`config.mk`:
```
export PLATFORM = sky130hd
export DESIGN_NAME = select_controller_flat
export DESIGN_NICKNAME = d
export VERILOG_FILES = /design/src/rtl/select_controller_if.sv /design/src/rtl/select_controller.sv /design/src/flat_wrapper.sv
export SDC_FILE = /design/constraint.sdc
export NUM_CORES = 1
export LEC_CHECK = 0
export BUFFER_PORTS_ARGS = -buffer_cell sky130_fd_sc_hd__buf_2
export CAP_MARGIN = 20
export CORE_MARGIN = 10
export CORE_UTILIZATION = 45
export DETAILED_ROUTE_END_ITERATION = 7
export GPL_TIMING_DRIVEN = 1
export PLACE_DENSITY = 0.67
export SYNTH_ARGS = -nofsm -noshare
export SYNTH_HDL_FRONTEND = slang
export SYNTH_SLANG_ARGS = --single-unit
```
`constraint.sdc`:
```
create_clock -name clk -period 10.08 [get_ports clk]
set_input_delay 2.016 -clock clk [delete_from_list [all_inputs] [get_ports clk]]
set_output_delay 2.016 -clock clk [all_outputs]
set_load 0.03 [all_outputs]
```
`src/rtl/select_controller_if.sv`:
```
// Button and board-state bundle of the drop-piece game controller.
// The controller takes the slave view; the stimulus side takes the master view.
interface select_controller_if;
  logic        left;
  logic        right;
  logic        middle;
  logic [97:0] grid;
  logic        player;
  logic [2:0]  cursor;
  logic        busy;
  logic        game_over;
  logic [1:0]  winner;

  modport master (
    output left, right, middle,
    input  grid, player, cursor, busy, game_over, winner
  );

  modport slave (
    input  left, right, middle,
    output grid, player, cursor, busy, game_over, winner
  );
endinterface

```
`src/rtl/select_controller.sv`:
```
// Drop-piece game controller on a 7x7 board.
// Pieces fall to the lowest empty cell of the cursor column. A line of
// WIN_LEN same-player pieces through the newest piece wins, and a full
// board with no winner is a draw.
module select_controller #(
  parameter int WIN_LEN = 4
) (
  input logic               clk,
  input logic               rst,
  select_controller_if.slave bus
);

  typedef enum logic [2:0] {IDLE, FIND, PLACE, CHECK, SWITCH, DONE} state_t;

  state_t      state_reg, state_next;
  logic [1:0]  board_reg [49];
  logic [1:0]  board_next [49];
  logic        player_reg, player_next;
  logic [2:0]  cursor_reg, cursor_next;
  logic [1:0]  winner_reg, winner_next;
  logic [5:0]  moves_reg, moves_next;
  logic [2:0]  col_reg, col_next;      // drop column
  logic [2:0]  row_reg, row_next;      // scan row, then placed row
  logic [1:0]  dir_reg, dir_next;      // 0 horiz, 1 vert, 2 diag, 3 anti-diag
  logic        side_reg, side_next;    // 0 positive walk, 1 negative walk
  logic [2:0]  dist_reg, dist_next;    // distance of neighbour under test
  logic [3:0]  count_reg, count_next;  // run length in current direction
  logic        busy_reg, busy_next;
  logic        over_reg, over_next;

  logic [1:0]        code;
  logic [5:0]        cell_idx;
  logic signed [4:0] row_s, col_s, off, nr, nc;
  logic              in_bounds;
  logic [5:0]        n_idx;
  logic [1:0]        n_cell;
  logic              side_end;
  logic [97:0]       grid_flat;

  assign code     = {player_reg, ~player_reg};
  assign cell_idx = 6'(row_reg) * 6'd7 + 6'(col_reg);

  // Neighbour coordinates for the current walk step, in signed arithmetic so
  // stepping off the board edge is seen as out of bounds rather than wrapping.
  always_comb begin
    row_s = signed'({2'b00, row_reg});
    col_s = signed'({2'b00, col_reg});
    off   = side_reg ? (5'sd0 - signed'({2'b00, dist_reg})) : signed'({2'b00, dist_reg});
    nr    = row_s;
    nc    = col_s;
    case (dir_reg)
      2'd0: begin nr = row_s;       nc = col_s + off; end
      2'd1: begin nr = row_s + off; nc = col_s;       end
      2'd2: begin nr = row_s + off; nc = col_s + off; end
      default: begin nr = row_s + off; nc = col_s - off; end
    endcase
    in_bounds = (nr >= 5'sd0) && (nr <= 5'sd6) && (nc >= 5'sd0) && (nc <= 5'sd6);
    n_idx  = 6'd0;
    if (in_bounds) begin
      n_idx = 6'(nr[2:0]) * 6'd7 + 6'(nc[2:0]);
    end
    n_cell = in_bounds ? board_reg[n_idx] : 2'b00;
  end

  // Next-state and datapath decisions for every FSM state.
  always_comb begin
    state_next  = state_reg;
    board_next  = board_reg;
    player_next = player_reg;
    cursor_next = cursor_reg;
    winner_next = winner_reg;
    moves_next  = moves_reg;
    col_next    = col_reg;
    row_next    = row_reg;
    dir_next    = dir_reg;
    side_next   = side_reg;
    dist_next   = dist_reg;
    count_next  = count_reg;
    side_end    = 1'b0;

    case (state_reg)
      IDLE: begin
        if (bus.middle) begin
          col_next   = cursor_reg;
          row_next   = 3'd6;
          state_next = FIND;
        end else if (bus.left && !bus.right) begin
          cursor_next = (cursor_reg == 3'd0) ? 3'd6 : cursor_reg - 3'd1;
        end else if (bus.right && !bus.left) begin
          cursor_next = (cursor_reg == 3'd6) ? 3'd0 : cursor_reg + 3'd1;
        end
      end

      FIND: begin
        if (board_reg[cell_idx] == 2'b00) begin
          state_next = PLACE;
        end else if (row_reg == 3'd0) begin
          state_next = IDLE;           // column full: nothing changes
        end else begin
          row_next = row_reg - 3'd1;
        end
      end

      PLACE: begin
        board_next[cell_idx] = code;
        dir_next   = 2'd0;
        side_next  = 1'b0;
        dist_next  = 3'd1;
        count_next = 4'd1;
        state_next = CHECK;
      end

      CHECK: begin
        side_end = 1'b1;
        if (in_bounds && (n_cell == code)) begin
          count_next = count_reg + 4'd1;
          if (count_reg + 4'd1 == 4'(WIN_LEN)) begin
            winner_next = code;
            state_next  = DONE;
            side_end    = 1'b0;
          end else if (dist_reg != 3'(WIN_LEN - 1)) begin
            dist_next = dist_reg + 3'd1;
            side_end  = 1'b0;
          end
        end
        if (side_end) begin
          dist_next = 3'd1;
          if (!side_reg) begin
            side_next = 1'b1;          // keep the count, walk the other way
          end else begin
            side_next  = 1'b0;
            count_next = 4'd1;
            if (dir_reg == 2'd3) begin
              state_next = SWITCH;
            end else begin
              dir_next = dir_reg + 2'd1;
            end
          end
        end
      end

      SWITCH: begin
        moves_next = moves_reg + 6'd1;
        if (moves_reg == 6'd48) begin
          winner_next = 2'b11;
          state_next  = DONE;
        end else begin
          player_next = ~player_reg;
          state_next  = IDLE;
        end
      end

      DONE: begin
        state_next = DONE;
      end

      default: begin
        state_next = IDLE;
      end
    endcase

    busy_next = (state_next != IDLE) && (state_next != DONE);
    over_next = (state_next == DONE);
  end

  // State and output registers with synchronous reset.
  always_ff @(posedge clk) begin
    if (rst) begin
      state_reg  <= IDLE;
      for (int i = 0; i < 49; i++) begin
        board_reg[i] <= 2'b00;
      end
      player_reg <= 1'b0;
      cursor_reg <= 3'd3;
      winner_reg <= 2'b00;
      moves_reg  <= 6'd0;
      col_reg    <= 3'd0;
      row_reg    <= 3'd0;
      dir_reg    <= 2'd0;
      side_reg   <= 1'b0;
      dist_reg   <= 3'd1;
      count_reg  <= 4'd1;
      busy_reg   <= 1'b0;
      over_reg   <= 1'b0;
    end else begin
      state_reg  <= state_next;
      board_reg  <= board_next;
      player_reg <= player_next;
      cursor_reg <= cursor_next;
      winner_reg <= winner_next;
      moves_reg  <= moves_next;
      col_reg    <= col_next;
      row_reg    <= row_next;
      dir_reg    <= dir_next;
      side_reg   <= side_next;
      dist_reg   <= dist_next;
      count_reg  <= count_next;
      busy_reg   <= busy_next;
      over_reg   <= over_next;
    end
  end

  // Flatten the board into the packed grid output, cell (r,c) at index 7r+c.
  for (genvar gi = 0; gi < 49; gi++) begin : g_cell
    assign grid_flat[2*gi +: 2] = board_reg[gi];
  end

  assign bus.grid      = grid_flat;
  assign bus.player    = player_reg;
  assign bus.cursor    = cursor_reg;
  assign bus.busy      = busy_reg;
  assign bus.game_over = over_reg;
  assign bus.winner    = winner_reg;

endmodule

```
`src/flat_wrapper.sv`:
```
// flat-port wrapper written by rule: the top's interface ports become plain ports
module select_controller_flat 
#(
  parameter int WIN_LEN = 4
)
  (clk, rst, bus_left, bus_right, bus_middle, bus_grid, bus_player, bus_cursor, bus_busy, bus_game_over, bus_winner);
  select_controller_if bus_i ();
  input logic clk;
  input logic rst;
  input wire logic [$bits(bus_i.left)-1:0] bus_left;
  input wire logic [$bits(bus_i.right)-1:0] bus_right;
  input wire logic [$bits(bus_i.middle)-1:0] bus_middle;
  output wire logic [$bits(bus_i.grid)-1:0] bus_grid;
  output wire logic [$bits(bus_i.player)-1:0] bus_player;
  output wire logic [$bits(bus_i.cursor)-1:0] bus_cursor;
  output wire logic [$bits(bus_i.busy)-1:0] bus_busy;
  output wire logic [$bits(bus_i.game_over)-1:0] bus_game_over;
  output wire logic [$bits(bus_i.winner)-1:0] bus_winner;
  assign bus_i.left = bus_left;
  assign bus_i.right = bus_right;
  assign bus_i.middle = bus_middle;
  assign bus_grid = bus_i.grid;
  assign bus_player = bus_i.player;
  assign bus_cursor = bus_i.cursor;
  assign bus_busy = bus_i.busy;
  assign bus_game_over = bus_i.game_over;
  assign bus_winner = bus_i.winner;
  select_controller #(.WIN_LEN(WIN_LEN)) u_core (.clk(clk), .rst(rst), .bus(bus_i));
endmodule
```
Yosys cells after proc, flatten, opt, wreduce, memory -nomap -nowiden
Index checks and enable logic that the tools add are counted.
{"block": "totals", "register_bits": 131, "input_bits": 5, "output_inout_bits": 106, "wordCells": 201}
{"block": "classes", "addsub": 13, "multipliers": 2, "magnitude_cmp": 7, "n_eq_ne": 27, "mux": 56, "bitwise_logic": 5, "n_reduce_logical": 29}
{"cell": "98-bit bitwise mux", "count": 1}
{"cell": "3-bit 2-to-1 mux", "count": 20}
{"cell": "2-bit binary-select mux with 6-bit select", "count": 2}
{"cell": "2-bit 2-to-1 mux", "count": 12}
{"cell": "3-bit case mux with 6 select lines", "count": 1}
{"cell": "4-bit AND reduction", "count": 4}
{"cell": "7-bit >= comparator, second input constant", "count": 2}
{"cell": "6-bit inverter with 7-bit output", "count": 2}
{"cell": "6-bit by 3-bit adder with 6-bit output", "count": 2}
{"cell": "2-bit demux with 6-bit select", "count": 1}
{"cell": "3-bit == test, second input constant", "count": 4}
{"cell": "3-bit by 3-bit multiplier with 6-bit output, second input constant", "count": 2}
{"cell": "4-bit 2-to-1 mux", "count": 3}
{"cell": "3-bit case mux with 2 select lines", "count": 2}
{"cell": "4-bit by 5-bit adder with 5-bit output", "count": 2}
{"cell": "5-bit by 1-bit >= comparator with 1-bit output, second input constant", "count": 2}
{"cell": "5-bit by 4-bit <= comparator with 1-bit output, second input constant", "count": 2}
{"cell": "5-bit 2-to-1 mux", "count": 2}
{"cell": "2-bit by 1-bit inequality test with 1-bit output, second input constant", "count": 5}
{"cell": "5-bit case mux with 2 select lines", "count": 1}
{"cell": "3-bit logical NOT", "count": 3}
{"cell": "1-bit logical AND", "count": 8}
{"cell": "2-bit inequality test, second input constant", "count": 4}
{"cell": "2-bit case mux with 2 select lines", "count": 2}
{"cell": "30 further kinds", "count": 50}

Logic depth before layout (Yosys ltp)
{"block": "logic_depth", "depth_word": 23, "ltp_mapped": 27, "depth_no_buf": 23}

Worst setup path after synthesis
No wires, ideal clock.
{"block": "synth_timing", "path_type": "reg2reg", "from": "register u_core.dist_reg[0]", "to": "register u_core.dir_reg[1]", "setup_ns": 0.067, "t_arrival_ns": 6.106, "required_time_ns": 10.013, "path_slack_ns": 3.907, "stages_incl_launch_ff": 23, "n_path_buf": 2, "synth_period_minus_slack_ns": 6.173, "cell_sequence": "dfxtp_1 -> inv_1 -> ha_1 -> mux2i_1 -> inv_1 -> fa_1 -> mux2_2 -> inv_1 -> fa_1 -> fa_1 -> inv_1 -> fa_1 -> buf_2 -> buf_1 -> mux4_2 -> a41o_1 -> a31oi_1 -> nand4_1 -> nand4_1 -> mux2_4 -> and2_4 -> or4_4 -> a21oi_2"}
{"block": "synth_between", "elab_chain_cells": 20, "elab_cells_between_ends": 31, "classes_between": "add/sub: 5; mul: 1; order compare: 4; eq/ne: 3; mux: 12; bitwise: 1; reduce/logical: 5"}
{"item": "start, declared", "line": "select_controller.sv:26", "rtl": "logic [2:0] dist_reg, dist_next;"}
{"item": "start signal, assigned", "line": "select_controller.sv:196", "rtl": "dist_reg <= dist_next;"}
{"item": "branches (longest 16 deep; another with 3-bit by 3-bit multiplier with 6-bit output)"}
{"item": "1-bit 2-to-1 mux (*)", "line": "select_controller.sv:115", "rtl": "if (in_bounds && (n_cell == code)) begin"}
{"item": "1-bit 2-to-1 mux (*)", "line": "select_controller.sv:81", "rtl": "case (state_reg)"}
{"item": "2-bit by 1-bit inequality test with 1-bit output (no source line) (*)"}
{"item": "4-bit AND reduction (no source line) (*)"}
{"item": "end signal, assigned", "line": "select_controller.sv:194", "rtl": "dir_reg <= dir_next;"}
{"item": "end, declared", "line": "select_controller.sv:24", "rtl": "logic [1:0] dir_reg, dir_next;"}
Every way passes the cells marked *. The select of a mux whose other input is x is not followed.
A chain may end at the register's enable or synchronous reset.

Worst setup path in the final report
Ends and elaborated chain as after synthesis.

==> results.toml <==
[synthesis]
synth_warnings = 0
synthTopCellsByArea = "dfxtp_1 30%, mux4_2 7.6%, nor2_1 6.8%"
async_reset_ff_share_pct = 0
yosys_register_bits = 131
yosys.area.top_type = "dfxtp_1"
synth_nets = 1118
ys.flop_type = "dfxtp_1"
yosysTopAreaCellShare_pct = 30.5
synthCells = 1057
syn_area_per_cell_um2 = 8.14
synth_edf_count = 0
synth_cell_types = 74
ys_seq_area_share_pct = 30.5
syn-cell-area_um2 = 8610

[detailed_routing]
vias = 8168
wire_per_inst_um = 19.0
wl_um = 26200
drt.antenna.violating_nets = 0
drc = 0
first_pass_iters = 5
vias_per_cell = 5.91
drt_iter0_drc = 742

[finish]
largest_register_ffs = 98
multi_input_area_um2 = 5540
fill_cells = 1758
final_common_cell = "nor2_1"
diodes = 0
seqCellArea_um2 = 2620
post-route-util_pct = 52.7
synthToLayoutAreaGrowth_pct = 14.9
mostFrequentLayoutCells = "155 x nor2_1, 130 x dfxtp_1, 128 x nand2_1"
drive_above_1_share_pct = 17.6
fin_nets = 1197

[clock_network]
cts_made_buffers = 17
hold_buffers = 0
tritoncts = "built"
cts_sinks = 131
clock_path_buffers = 2
insertion_delay_ns = 0.43
clock-root-buffer = "clkbuf_16"
htree_levels = 4
postCtsSetupRepairBufs = 0
ctsResizeCount = 0
path_clk_slew_ns = 0.06

[floorplanning]
pin_count = 111
die_w_um = 158
core_area_um2 = 18800
start_util_pct = 45.9
row_count = 50
die_h_um = 158
die-area_um2 = 25100

[sta]
fin_skew_ns = 0.0128
fin_setup_tns_ns = 0
finalHoldViolations = 0
slew_headroom_pct = 29.0
max_freq_mhz = 143
fin_crit_sh_pct = 69.1
worst_pin_slew_ns = 1.07
finalSetupViolCount = 0
slew_violations = 0
rsz0062_at_grt = "no"
min_period_ns = 6.97

[global_routing]
grt-ovfl-total = 0
first_global_vias = 7574
grt_max_degree = 101
antenna_found_initial = 0
track_usage_pct = 21.0
grt_pass1_wl_um = 41900

[worst_setup_path]
startpoint_type = "register"
worstPathArrival_ns = 7.32
crit_type = "reg2reg"
timing.rr.start = "u_core.dist_reg[0]"
critPathRequiredTime_ns = 10.43
crit_path_end_kind = "register"
ff2ff_path_depth = 23
endpoint = "u_core.dir_reg[1]"
crit_path_max_fanout = 28
rrSetupSlack_ns = 3.11
r2r-end = "u_core.dir_reg[1]"
startpoint = "u_core.dist_reg[0]"

[power_and_ir_drop]
power.leakage_nw = 4.07
irDropWorstVdd_uv = 158
power.density_nw_per_um2 = 273

[placement]
hpwl_um = 18900
numPortBuffers = 110
place_congestion = 0.959

[job]
drv_cap = 0

[status]
status = "complete, no violations"

[min_path]
hold_class = "reg2reg"
-- where the power goes --
part / internal (mW) / switching, mW / total (mW)
Sequential: 0.539 / 0.0426 / 0.581
Combinational: 0.512 / 0.975 / 1.49
Clock: 0.385 / 0.242 / 0.627
Total: 1.44 / 1.26 / 2.70
-- metal layers --
metal / share of wire [%] / GRT usage (%) / routed length [um] / vias up
li1: - / - / - / 3908
met1: 44 / 28.7 / 11400 / 3893
met2: 45 / 31.6 / 11900 / 326
met3: 9.2 / 6.37 / 2410 / 41
met4: 1.8 / 5.69 / 481 / 0
met5: 0 / 0 / 0 / -
-- logic make-up after synthesis --
logic type               after synthesis  share of synthesized area, %
XOR/XNOR                              27                          2.75
AND/OR/NAND/NOR                      403                          20.4
buffers and inverters                110                          5.13
AO/OA/AOI/OAI                        242                          17.6
multiplexers                          88                          14.6
adder cells (fa/ha/maj)               56                          9.01
flip-flops                           131                          30.5
-- metrics by stage --
stage / cells / hold WS [ns] / worst slack (ns) / area [um2] / total power [mW]
floorplan: 1057 / 0.462 / 3.91 / 8610 / 1.70
global placement: 1347 / 0.477 / 3.38 / 9250 / 2.02
detailed placement: 1347 / 0.480 / 3.22 / 9250 / 2.03
CTS: 1379 / 0.489 / 3.19 / 9850 / 2.66
global route: 1383 / 0.524 / 2.66 / 9890 / 2.86
finish: 1383 / 0.494 / 3.11 / 9890 / 2.70
-- how the worst min path moves through the flow --
stage | startpoint | end | slack (ns) | cells after the start
after floorplan | u_core.count_reg[1] | u_core.count_reg[1] | 0.46 | 2
after global placement | u_core.bus.grid[41] | u_core.bus.grid[41] | 0.48 | 2
after detailed placement | u_core.bus.grid[43] | u_core.bus.grid[43] | 0.48 | 2
after CTS | u_core.bus.grid[43] | u_core.bus.grid[43] | 0.49 | 2
after global routing | u_core.bus.grid[41] | u_core.bus.grid[41] | 0.52 | 2
final | u_core.bus.grid[43] | u_core.bus.grid[43] | 0.49 | 2
-- cell type report --
cell class / instances / area share [%]
inverter: 48 / 1.82
tap: 234 / 2.96
multi-input combinational: 816 / 56.1
clock buffer: 21 / 4.76
sequential: 131 / 26.5
timing repair buffer: 122 / 6.58
clock inverter: 11 / 1.28
-- cells in the mapped netlist (all sizes together), types with 8 or more instances --
cell type  instances
nand3             52
nand2            128
mux2               8
nor2             156
xor2              12
mux4              29
xnor2             15
a21oi            108
inv               46
clkbuf            40
mux2i             51
dfxtp            131
buf               22
o21ai             48
nand2b             9
nor3              16
fa                10
ha                46
a211oi             9
a31oi              9
-- worst max-delay path: stages, from the launching register on --
cell and delay [ns]:
dfxtp_1 0.54, inv_1 0.13, ha_1 0.37, mux2i_1 0.15
inv_1 0.10, fa_1 0.44, xor2_1 0.16, mux2i_1 0.33
fa_1 0.51, fa_1 0.55, inv_1 0.07, fa_1 0.53
buf_4 0.33, inv_1 0.22, nor3_1 0.44, nand3_1 0.12
o21ai_0 0.22, a21oi_1 0.06, o311ai_1 0.35, a21oi_1 0.11
mux2_4 0.36, and2_4 0.18, or4_4 0.47, a21oi_2 0.14
No activity file was read; power rests on OpenSTA's default activity.
